File: config.mk
export PLATFORM = sky130hd
export DESIGN_NAME = score_keeper
export DESIGN_NICKNAME = d
export VERILOG_FILES = /design/src/rtl/score_keeper_pkg.sv /design/src/rtl/score_keeper_seg_digit.sv /design/src/rtl/score_keeper.sv
export SDC_FILE = /design/constraint.sdc
export NUM_CORES = 1
export LEC_CHECK = 0
export BUFFER_PORTS_ARGS = -buffer_cell sky130_fd_sc_hd__buf_2
export CAP_MARGIN = 20
export CORE_AREA = 5 5 70 56
export DETAILED_ROUTE_END_ITERATION = 12
export DIE_AREA = 0 0 75 61
export GPL_TIMING_DRIVEN = 0
export PLACE_DENSITY_LB_ADDON = 0.12
export SLEW_MARGIN = 5
export SYNTH_ARGS = -nofsm -noshare
export SYNTH_HDL_FRONTEND = slang
export SYNTH_SLANG_ARGS = --single-unit
File: constraint.sdc
create_clock -name CLK -period 2.2 [get_ports CLK]
set_input_delay 0.22 -clock CLK [delete_from_list [all_inputs] [get_ports CLK]]
set_output_delay 0.22 -clock CLK [all_outputs]
set_load 0.02 [all_outputs]
File: src/rtl/score_keeper_pkg.sv
// score_keeper_pkg: shared FSM state type, screen limits and seven-segment glyphs.
`default_nettype none

package score_keeper_pkg;

   typedef enum logic [1:0] {
      IDLE  = 2'd0,
      SERVE = 2'd1,
      PLAY  = 2'd2,
      OVER  = 2'd3
   } state_t;

   localparam int MAX_X = 640;
   localparam int MAX_Y = 480;

   // Glyph bit order is {a,b,c,d,e,f,g}, bit 6 = segment a.
   localparam logic [6:0] SEG_0 = 7'h7E;
   localparam logic [6:0] SEG_1 = 7'h30;
   localparam logic [6:0] SEG_2 = 7'h6D;
   localparam logic [6:0] SEG_3 = 7'h79;
   localparam logic [6:0] SEG_4 = 7'h33;
   localparam logic [6:0] SEG_5 = 7'h5B;
   localparam logic [6:0] SEG_6 = 7'h5F;
   localparam logic [6:0] SEG_7 = 7'h70;
   localparam logic [6:0] SEG_8 = 7'h7F;
   localparam logic [6:0] SEG_9 = 7'h7B;
   localparam logic [6:0] SEG_A = 7'h77;
   localparam logic [6:0] SEG_B = 7'h1F;
   localparam logic [6:0] SEG_C = 7'h4E;
   localparam logic [6:0] SEG_D = 7'h3D;
   localparam logic [6:0] SEG_E = 7'h4F;
   localparam logic [6:0] SEG_F = 7'h47;

   function automatic logic [6:0] seg_pattern(input logic [3:0] value);
      logic [6:0] pat;
      case (value)
         4'h0:    pat = SEG_0;
         4'h1:    pat = SEG_1;
         4'h2:    pat = SEG_2;
         4'h3:    pat = SEG_3;
         4'h4:    pat = SEG_4;
         4'h5:    pat = SEG_5;
         4'h6:    pat = SEG_6;
         4'h7:    pat = SEG_7;
         4'h8:    pat = SEG_8;
         4'h9:    pat = SEG_9;
         4'hA:    pat = SEG_A;
         4'hB:    pat = SEG_B;
         4'hC:    pat = SEG_C;
         4'hD:    pat = SEG_D;
         4'hE:    pat = SEG_E;
         default: pat = SEG_F;
      endcase
      return pat;
   endfunction

   function automatic logic [3:0] sat_inc(input logic [3:0] value);
      return (value == 4'hF) ? value : value + 4'd1;
   endfunction

endpackage

`default_nettype wire

File: src/rtl/score_keeper_seg_digit.sv
// seg_digit: tests whether pixel (x, y) falls on a lit segment of one hex digit box.
`default_nettype none

module seg_digit
   import score_keeper_pkg::*;
#(
   parameter int DIGIT_W = 20,
   parameter int DIGIT_H = 40,
   parameter int SEG_T   = 4
) (
   input  logic [3:0] value,
   input  logic [9:0] org_x,
   input  logic [9:0] org_y,
   input  logic [9:0] x,
   input  logic [9:0] y,
   output logic       on
);

   localparam logic [10:0] W      = 11'(DIGIT_W);
   localparam logic [10:0] H      = 11'(DIGIT_H);
   localparam logic [10:0] T      = 11'(SEG_T);
   localparam logic [10:0] HALF   = 11'(DIGIT_H / 2);
   localparam logic [10:0] G_TOP  = 11'(DIGIT_H / 2 - SEG_T / 2);
   localparam logic [10:0] G_BOT  = 11'(DIGIT_H / 2 + SEG_T / 2);

   logic [10:0] dx;
   logic [10:0] dy;
   logic        in_box;
   logic        upper;
   logic        left;
   logic        right;
   logic [6:0]  hit;

   assign dx     = {1'b0, x} - {1'b0, org_x};
   assign dy     = {1'b0, y} - {1'b0, org_y};
   assign in_box = (x >= org_x) && (y >= org_y) && (dx < W) && (dy < H);
   assign upper  = dy < HALF;
   assign left   = dx < T;
   assign right  = dx >= (W - T);

   // Segment masks in {a,b,c,d,e,f,g} order, matching the glyph constants.
   assign hit = {
      dy < T,
      right & upper,
      right & ~upper,
      dy >= (H - T),
      left & ~upper,
      left & upper,
      (dy >= G_TOP) && (dy < G_BOT)
   };

   assign on = in_box & (|(hit & seg_pattern(value)));

endmodule

`default_nettype wire

File: src/rtl/score_keeper.sv
// score_keeper: miss detection, scoring and serve/game-over sequencing for two players,
// with an optional seven-segment score overlay enabled by SCORE_DISPLAY_EN.
`default_nettype none

module score_keeper
   import score_keeper_pkg::*;
#(
   parameter int         MISS_L       = 10,
   parameter int         MISS_R       = 630,
   parameter int         WIN_SCORE    = 9,
   parameter int         SERVE_FRAMES = 60,
   parameter int         P1_DIGIT_X   = 400,
   parameter int         P2_DIGIT_X   = 220,
   parameter int         DIGIT_Y      = 20,
   parameter int         DIGIT_W      = 20,
   parameter int         DIGIT_H      = 40,
   parameter int         SEG_T        = 4,
   parameter logic [7:0] SCORE_RGB    = 8'hFF
) (
   input  logic       CLK,
   input  logic       RST_N,
   input  logic       frame_tick,
   input  logic       start,
   input  logic [9:0] ball_x_l,
   input  logic [9:0] ball_x_r,
   input  logic [9:0] ball_y_t,
   input  logic [9:0] ball_y_b,
   input  logic [9:0] x,
   input  logic [9:0] y,
   output logic [3:0] score_p1,
   output logic [3:0] score_p2,
   output logic       ball_reset,
   output logic       game_over,
   output logic       winner,
   output logic       score_on,
   output logic [7:0] score_rgb
);

   localparam int             CNT_W      = $clog2(SERVE_FRAMES + 1);
   localparam logic [CNT_W-1:0] CNT_LAST = CNT_W'(SERVE_FRAMES - 1);
   localparam logic [3:0]     WIN        = 4'(WIN_SCORE);

   state_t           state;
   logic [CNT_W-1:0] cnt;
   logic             miss_l;
   logic             miss_r;
   logic [3:0]       p1_inc;
   logic [3:0]       p2_inc;
   logic             point_wins;

   assign miss_l     = ball_x_l < 10'(MISS_L);
   assign miss_r     = ball_x_r > 10'(MISS_R);
   assign p1_inc     = sat_inc(score_p1);
   assign p2_inc     = sat_inc(score_p2);
   // A simultaneous double miss is credited to the left side only.
   assign point_wins = miss_l ? (p1_inc == WIN) : (p2_inc == WIN);

   always_ff @(posedge CLK) begin
      if (!RST_N) begin
         state    <= IDLE;
         cnt      <= '0;
         score_p1 <= 4'd0;
         score_p2 <= 4'd0;
         winner   <= 1'b0;
      end else begin
         case (state)
            IDLE, OVER: begin
               if (start) begin
                  score_p1 <= 4'd0;
                  score_p2 <= 4'd0;
                  cnt      <= '0;
                  state    <= SERVE;
               end
            end
            SERVE: begin
               if (frame_tick) begin
                  if (cnt == CNT_LAST) begin
                     cnt   <= '0;
                     state <= PLAY;
                  end else begin
                     cnt <= cnt + CNT_W'(1);
                  end
               end
            end
            PLAY: begin
               if (frame_tick && (miss_l || miss_r)) begin
                  if (miss_l) begin
                     score_p1 <= p1_inc;
                  end else begin
                     score_p2 <= p2_inc;
                  end
                  if (point_wins) begin
                     winner <= ~miss_l;
                     state  <= OVER;
                  end else begin
                     cnt   <= '0;
                     state <= SERVE;
                  end
               end
            end
            default: state <= IDLE;
         endcase
      end
   end

   assign ball_reset = (state != PLAY);
   assign game_over  = (state == OVER);

`ifdef SCORE_DISPLAY_EN
   logic on_p1;
   logic on_p2;
   logic unused_ok;

   seg_digit #(
      .DIGIT_W (DIGIT_W),
      .DIGIT_H (DIGIT_H),
      .SEG_T   (SEG_T)
   ) u_digit_p1 (
      .value (score_p1),
      .org_x (10'(P1_DIGIT_X)),
      .org_y (10'(DIGIT_Y)),
      .x     (x),
      .y     (y),
      .on    (on_p1)
   );

   seg_digit #(
      .DIGIT_W (DIGIT_W),
      .DIGIT_H (DIGIT_H),
      .SEG_T   (SEG_T)
   ) u_digit_p2 (
      .value (score_p2),
      .org_x (10'(P2_DIGIT_X)),
      .org_y (10'(DIGIT_Y)),
      .x     (x),
      .y     (y),
      .on    (on_p2)
   );

   assign score_on  = on_p1 | on_p2;
   assign score_rgb = SCORE_RGB;
   assign unused_ok = ^{ball_y_t, ball_y_b};
`else
   logic unused_ok;

   assign score_on  = 1'b0;
   assign score_rgb = 8'h00;
   assign unused_ok = ^{ball_y_t, ball_y_b, x, y};
`endif

endmodule

`default_nettype wire

; Word-level counts from Yosys, hierarchy flattened
; Cells that the tools add are included.
[classes]
n_addsub = 3
order_cmp = 2
n_eq_ne = 16
muxes = 22
bitwise_logic = 1
reduce_logical = 10
[ops]
columns = cell, n
row1 = 2-to-1 mux 6 bit, 5
row2 = 2-to-1 mux 4 bit, 7
row3 = case mux 6 bit (3 select lines), 1
row4 = == test 4 bit (second input constant), 4
row5 = inequality test 2 bit (second input constant), 8
row6 = case mux 4 bit (2 select lines), 2
row7 = AND reduction 4 bit, 4
row8 = greater-than comparator 10 bit (second input constant), 1
row9 = < comparator 10 x 4 -> 1 bit (second input constant), 1
row10 = 2-to-1 mux 2 bit, 5
row11 = adder 4 x 1 -> 4 bit (second input constant), 2
row12 = adder 6 x 1 -> 6 bit (second input constant), 1
row13 = == test 6 bit (second input constant), 1
row14 = case mux 2 bit (3 select lines), 1
row15 = == test 2 bit (second input constant), 2
row16 = AND reduction 3 bit, 1
row17 = == test 2 x 1 -> 1 bit (second input constant), 1
row18 = zero test 2 bit, 1
row19 = nonzero test 2 bit, 1
row20 = OR reduction 2 bit, 1
row21 = logical AND 1 bit, 1
row22 = logical OR 1 bit, 1
row23 = 2-to-1 mux 1 bit, 1
row24 = NOT 1 bit, 1
[word_totals]
reg_bits = 17
output_inout_bits = 20
wordCells = 59

; Longest topological paths before layout
; Gate-level depths: netlist of run 1.
[depth]
depth_word = 7
mapped_depth = 8

; Worst setup path before layout of run 1
; No wires, ideal clock.
[synth_timing]
path_kind = reg2reg
from = register score_p1[0]
to = register cnt[0]
arrival_ns = 1.807
required_time_ns = 2.128
setup_slack_ns = 0.321
path_stages_with_launch = 7
n_path_buf = 0
cell_sequence = dfxtp_1 > ha_1 > nor3_1 > nand2_1 > a31o_2 > o21ai_2 > mux2i_1
[synth_between]
elab_chain_len = 6
[synth_rtl]
columns = element, line_no
row1 = start: declaration, score_keeper.sv:30  ; output logic [3:0] score_p1,
row2 = start signal: assignment, score_keeper.sv:88  ; score_p1 <= p1_inc;
row3 = adder 4 x 1 -> 4 bit or == test 4 bit (tied branches), score_keeper_pkg.sv:58  ; return (value == 4'hF) ? value : value + 4'd1;
row4 = 2-to-1 mux 4 bit (*), score_keeper_pkg.sv:58
row5 = == test 4 bit (*), score_keeper.sv:56  ; assign point_wins = miss_l ? (p1_inc == WIN) : (p2_inc == WIN);
row6 = 2-to-1 mux 1 bit (*), score_keeper.sv:56
row7 = inequality test 2 bit (no source line) (*), n/a
row8 = AND reduction 4 bit (no source line) (*), n/a
row9 = end signal: assignment, score_keeper.sv:81  ; cnt <= cnt + CNT_W'(1);
row10 = end: declaration, score_keeper.sv:44  ; logic [CNT_W-1:0] cnt;
; Mark *: on every way between the ends. The rest lies on a longest branch, timed or not.
; A chain may end at the register's enable or synchronous reset.

; Worst setup path after layout of run 1
; Same ends and word-level chain as after synthesis.

==> out/results.ini, run 1 <==
[pwr]
leakage_uw=0.000695
ir_drop_v=0.000274
p_int_uw=619
power_frac_comb_pct=42.1
p_sw_share_pct=39.3
power.density_nw_per_um2=651
power_uw=1020
pwr-share-seq_pct=34.0
p_sw_uw=401
clkPwrFrac_pct=23.9

[sta]
hold_viol=0
setup_viol=0
min_period_ps=2000
max_freq_mhz=500
fin_crit_sh_pct=90.9
rsz0062_at_grt=no
slew_headroom_pct=55.7
clock_skew_ps=4.48
setup_tns_ps=0
finalMaxSlewViolations=0
tightestPinTransition_ps=658

[floorplanning]
core_area_um2=3180
die_h_um=61
initial_core_util_pct=40.0
die_w_um=75
ioPinCount=84
num_rows=18
design.die.area_um2=4580

[place]
hpwlAfterDp_mm=2.49
routabilityCongestion=0.778
io_buffers=32

[clocking]
clkSlewWorstSetupHoldPaths_ps=70
clockBufferDepth=2
clock_tree.root_cell=clkbuf_8
cts_tree=built
htree_levels=1
cts_sinks=17
cts_resized=0
clkLatencyLatePin_ps=260
cts_buffers=3
holdBufCountCts=0
postCtsSetupRepairBufs=0

[detailed_routing]
drt_iter0_drc=42
vias_per_cell=5.21
firstDrtPassIters=4
wirelength_mm=3.14
drc_errors=0
ant_nets=0
wl_per_cell_um=13.1
vias=1246

[global_routing]
grt_pass1_wl_mm=5.31
grt_max_degree=11
gr-usage-all-layers_pct=14.8
grt_pass1_vias=1181
gr-total-overflow=0
antenna_found_initial=0

[final_layout]
drive_above_1_share_pct=31.2
nNetsFinal=271
fin_util_pct=49.3
area_delta_synth_final_pct=23.2
num_antenna_cells=0
fill_cells=324

[yosys]
synth_seq_cells=17
synth_edf_count=0
syn_area_um2=1270
synth_cells=155
async_flop_share_pct=0
yosysWarnings=0
syn_avg_cell_area_um2=8.20
ys.flop_type=dfxtp_1
synth_cell_types=46
yosysSeqAreaShare_pct=26.8

[worst_setup_path]
crit_fanout=7
crit_arrival_ps=2190
end_kind=register
crit_required_ps=2390
crit_chain=ha_1 -> nor3_1 -> nand2_1 -> a31o_2 -> o21ai_2 -> mux2i_1
cp_slowest_cell=dfxtp_1
crit_type=register to register
startpoint_type=register
slowest_delay_ps=460

[run]
maxCapViolations=0

[hold_path]
hold_class=input pin to register

[outcome]
outcome=completed

## cell families (layout without fill, tap and decap cells)
| family | count (synthesis) | count (layout) | share of synthesized area, % |
|---|---|---|---|
| AO/OA/AOI/OAI | 40 | 40 | 23.7 |
| AND/OR/NAND/NOR | 62 | 62 | 28.1 |
| multiplexers | 5 | 5 | 4.04 |
| other | 1 | 9 | 0.295 |
| flip-flops | 17 | 17 | 26.8 |
| adder cells (fa/ha/maj) | 7 | 7 | 6.89 |
| buffers and inverters | 23 | 59 | 10.1 |
## per-layer routing
layer | track usage (%) | part of all wire [%] | vias to the layer above
met5 | 0 | 0 | -
met4 | 1.52 | 0 | 0
met3 | 4.80 | 5.3 | 0
met2 | 23.7 | 46 | 24
met1 | 20.2 | 49 | 573
li1 | - | - | 649
## power groups by stage
| stage | sequential [uW] | clock, uW | combinational (uW) |
|---|---|---|---|
| after global routing | 350 | 268 | 483 |
| final | 347 | 243 | 430 |
| after detailed placement | 354 | 0 | 422 |
| after global placement | 352 | 0 | 418 |
| after CTS | 347 | 253 | 423 |
| after floorplan | 349 | 0 | 323 |
## critical path: cells and delay by family (launching register included)
family / cells / cell delay, ps
DFF: 1 / 460
and+or+nand+nor: 2 / 340
muxes: 1 / 220
adders and majority gates: 1 / 290
AOI/OAI and AO/OA: 2 / 620
## synthesized netlist by cell type (all sizes together) (4+ instances only)
| master | count | share of area (%) |
|---|---|---|
| a21oi | 8 | 3.1 |
| a31oi | 4 | 2.0 |
| and3 | 6 | 3.1 |
| buf | 11 | 6.6 |
| dfxtp | 17 | 27 |
| ha | 7 | 6.9 |
| inv | 10 | 3.0 |
| mux2i | 4 | 3.1 |
| nand2 | 14 | 4.1 |
| nand3 | 7 | 3.1 |
| nor2 | 6 | 1.8 |
| nor2b | 5 | 2.5 |
| nor3 | 7 | 2.8 |
| o21ai | 7 | 3.1 |
## state kept, by name (all words and copies together), names as in the netlist
| name | cells |
|---|---|
| state | 2 |
| score_p1 | 4 |
| winner | 1 |
| score_p2 | 4 |
| cnt | 6 |
## metrics by stage
| step | std cells | setup WS (ps) | area (um2) | hold slack, ps |
|---|---|---|---|---|
| after global routing | 239 | 64.3 | 1570 | 376 |
| after CTS | 239 | 2.03 | 1560 | 351 |
| after global placement | 235 | 78.1 | 1510 | 462 |
| after floorplan | 163 | 321 | 1300 | 445 |
| after detailed placement | 235 | 26.0 | 1510 | 471 |
| final | 239 | 200 | 1570 | 356 |
## path summary, 6_finish.rpt
| kind | startpoint | to | slack, ps | cells after the start |
|---|---|---|---|---|
| setup / recovery | score_p1[0]$_SDFFE_PN0P_ | cnt[0]$_SDFFE_PN0P_ | 200 | 6 |
| hold / removal | RST_N | score_p2[3]$_SDFFE_PN0P_ | 360 | 3 |
| setup reg to reg | score_p1[0]$_SDFFE_PN0P_ | cnt[0]$_SDFFE_PN0P_ | 200 | 6 |
| hold reg to reg | cnt[1]$_SDFFE_PN0P_ | cnt[1]$_SDFFE_PN0P_ | 480 | 2 |
## cell usage in the layout, fill, tap and decap left out, types with 6 or more instances in the layout
cell type  count
buf_2         33
dfxtp_1       17
nand2_1       14
inv_1         10
buf_4          9
conb_1         9
a21oi_1        8
nor3_1         7
ha_1           7
nor2_1         6
nand3_1        6
## layout make-up
| class | instances | area (um2) | area share, % |
|---|---|---|---|
| plain buffers | 13 | 91.3 | 5.83 |
| clock buffers | 3 | 41.3 | 2.64 |
| clock inverters | 1 | 5.00 | 0.319 |
| inverters | 10 | 37.5 | 2.40 |
| multi-input cells | 123 | 841 | 53.7 |
| flip-flops and latches | 17 | 340 | 21.7 |
| well taps | 40 | 50.0 | 3.19 |
| repair buffers | 32 | 160 | 10.2 |
(Power assumes the default switching activity.)
==> inputs of run 2 (changes only) <==
Settings changed: GPL_TIMING_DRIVEN 0 to 1.
==> out/results.ini, run 2 (same netlist as run 1, synthesis figures left out) <==
[floorplanning]
die_w_um=75
die_h_um=61
ioPinCount=84
core_area_um2=3180
design.die.area_um2=4580
initial_core_util_pct=40.0
num_rows=18

[worst_setup_path]
crit_buf_inv=1
crit_fanout=4
crit_arrival_ps=2190
critPathTopFamily=simple AND/OR/NAND/NOR gates
cp_slowest_cell=nor4_1
crit_required_ps=2390
timing.rr.end=score_p2[0]$_SDFFE_PN0P_
r2r-start=state[0]$_SDFFE_PN0P_
r2r.worst_path.cells=7
crit_chain=inv_1 -> ha_1 -> nand2b_1 -> nand2_1 -> nor4_1 -> mux2_2 -> nor2_1
startpoint_type=register
slowest_delay_ps=460
end_kind=register
crit_type=register to register
r2r_slack_ps=200

[final_layout]
num_antenna_cells=0
drive_above_1_share_pct=27.0
nNetsFinal=261
largest_register_ffs=6
fin_util_pct=47.0
regMostFlops=cnt
layout_common_cells=buf_2, dfxtp_1, nand2_1, inv_1, conb_1
mostFrequentLayoutCell=buf_2
area_delta_synth_final_pct=17.4
top_regs=cnt (6), score_p1 (4), score_p2 (4)

[clocking]
clkLatencyLatePin_ps=260
clock_tree.root_cell=clkbuf_8
holdBufCountCts=0
htree_levels=1
cts_buffers=3
cts_sinks=17
clockBufferDepth=2
cts_tree=built
clkSlewWorstSetupHoldPaths_ps=70
postCtsSetupRepairBufs=0
cts_resized=0

[pwr]
ir_drop_v=0.000305
power.density_nw_per_um2=679
leakage_uw=0.000644

[global_routing]
gr-total-overflow=0
grt_pass1_vias=1177
antenna_found_initial=0
gr-usage-all-layers_pct=14.8
grt_max_degree=18
grt_pass1_wl_mm=5.27

[outcome]
outcome=completed

[detailed_routing]
wl_per_cell_um=13.7
wirelength_mm=3.13
firstDrtPassIters=4
drc_errors=0
vias=1232
drt_iter0_drc=47
vias_per_cell=5.38
ant_nets=0

[sta]
hold_viol=0
setup_tns_ps=0
rsz0062_at_grt=no
fin_crit_sh_pct=91.0
slew_headroom_pct=54.4
setup_viol=0
tightestPinTransition_ps=677
clock_skew_ps=9.31
finalMaxSlewViolations=0
max_freq_mhz=499
min_period_ps=2000

[hold_path]
worstHoldStart=RST_N
hold_class=input pin to register
holdPathEnd=score_p1[1]$_SDFFE_PN0P_
worstHoldPathCells=2

[run]
maxCapViolations=0

[place]
io_buffers=33
hpwlAfterDp_mm=2.51
routabilityCongestion=0.777

-- run 2: cell types whose count changed in the layout (fill, tap and decap cells not counted) --
| cell | previous run | this run |
|---|---|---|
| nor4_1 | 1 | 2 |
| clkinv_2 | 1 | 0 |
| buf_6 | 1 | 0 |
| o21ai_2 | 1 | 0 |
| nand2b_2 | 1 | 0 |
| o21ai_4 | 0 | 1 |
| nor4_2 | 1 | 0 |
| clkbuf_1 | 2 | 1 |
| buf_4 | 9 | 2 |
| nand2b_1 | 0 | 1 |
-- run 2: worst reg2reg max path: stages, from the launching register on --
cell	delay, ps
dfxtp_1	390
inv_1	80
ha_1	340
nand2b_1	110
nand2_1	90
nor4_1	460
mux2_2	390
nor2_1	80
-- run 2: report_power, final --
group          leakage (uW)  internal, uW  switching [uW]
Combinational      0.000484           167             264
Clock             0.0000228           129             107
Sequential         0.000137           327            19.7
Total              0.000644           623             391
-- run 2: layout make-up --
type / instances / area [um2]
fill: 326 / 1680
timing repair buffer: 35 / 180
multi-input combinational: 123 / 840
inverter: 10 / 37.5
clock buffer: 4 / 45.0
tap: 40 / 50.0
sequential: 17 / 340
-- run 2: per-stage QoR --
stage	power, uW	area [um2]	std cells	setup slack (ps)	hold WS, ps
after global placement	767	1440	225	221	460
after CTS	1010	1490	229	164	346
after global routing	1090	1490	229	33.5	368
after floorplan	672	1300	163	321	445
after detailed placement	772	1440	225	193	474
final	1010	1490	229	197	342
-- run 2: how the worst max path moves through the flow --
stage                                         from                  endpoint  slack [ps]  cells past startpoint
after global placement    score_p1[0]$_SDFFE_PN0P_       cnt[2]$_SDFFE_PN0P_         220                      6
final                        state[0]$_SDFFE_PN0P_  score_p2[0]$_SDFFE_PN0P_         200                      7
after CTS                 score_p1[0]$_SDFFE_PN0P_       cnt[0]$_SDFFE_PN0P_         160                      6
after floorplan           score_p1[0]$_SDFFE_PN0P_       cnt[0]$_SDFFE_PN0P_         320                      6
after global routing         state[0]$_SDFFE_PN0P_  score_p2[0]$_SDFFE_PN0P_          30                      7
after detailed placement  score_p1[0]$_SDFFE_PN0P_       cnt[0]$_SDFFE_PN0P_         190                      6
-- run 2: routing by layer --
layer	GRT usage, %	up-vias	wire [um]
met2	23.8	33	1430
li1	-	631	-
met3	4.47	2	181
met5	0	-	0
met1	19.6	566	1510
met4	3.05	0	13
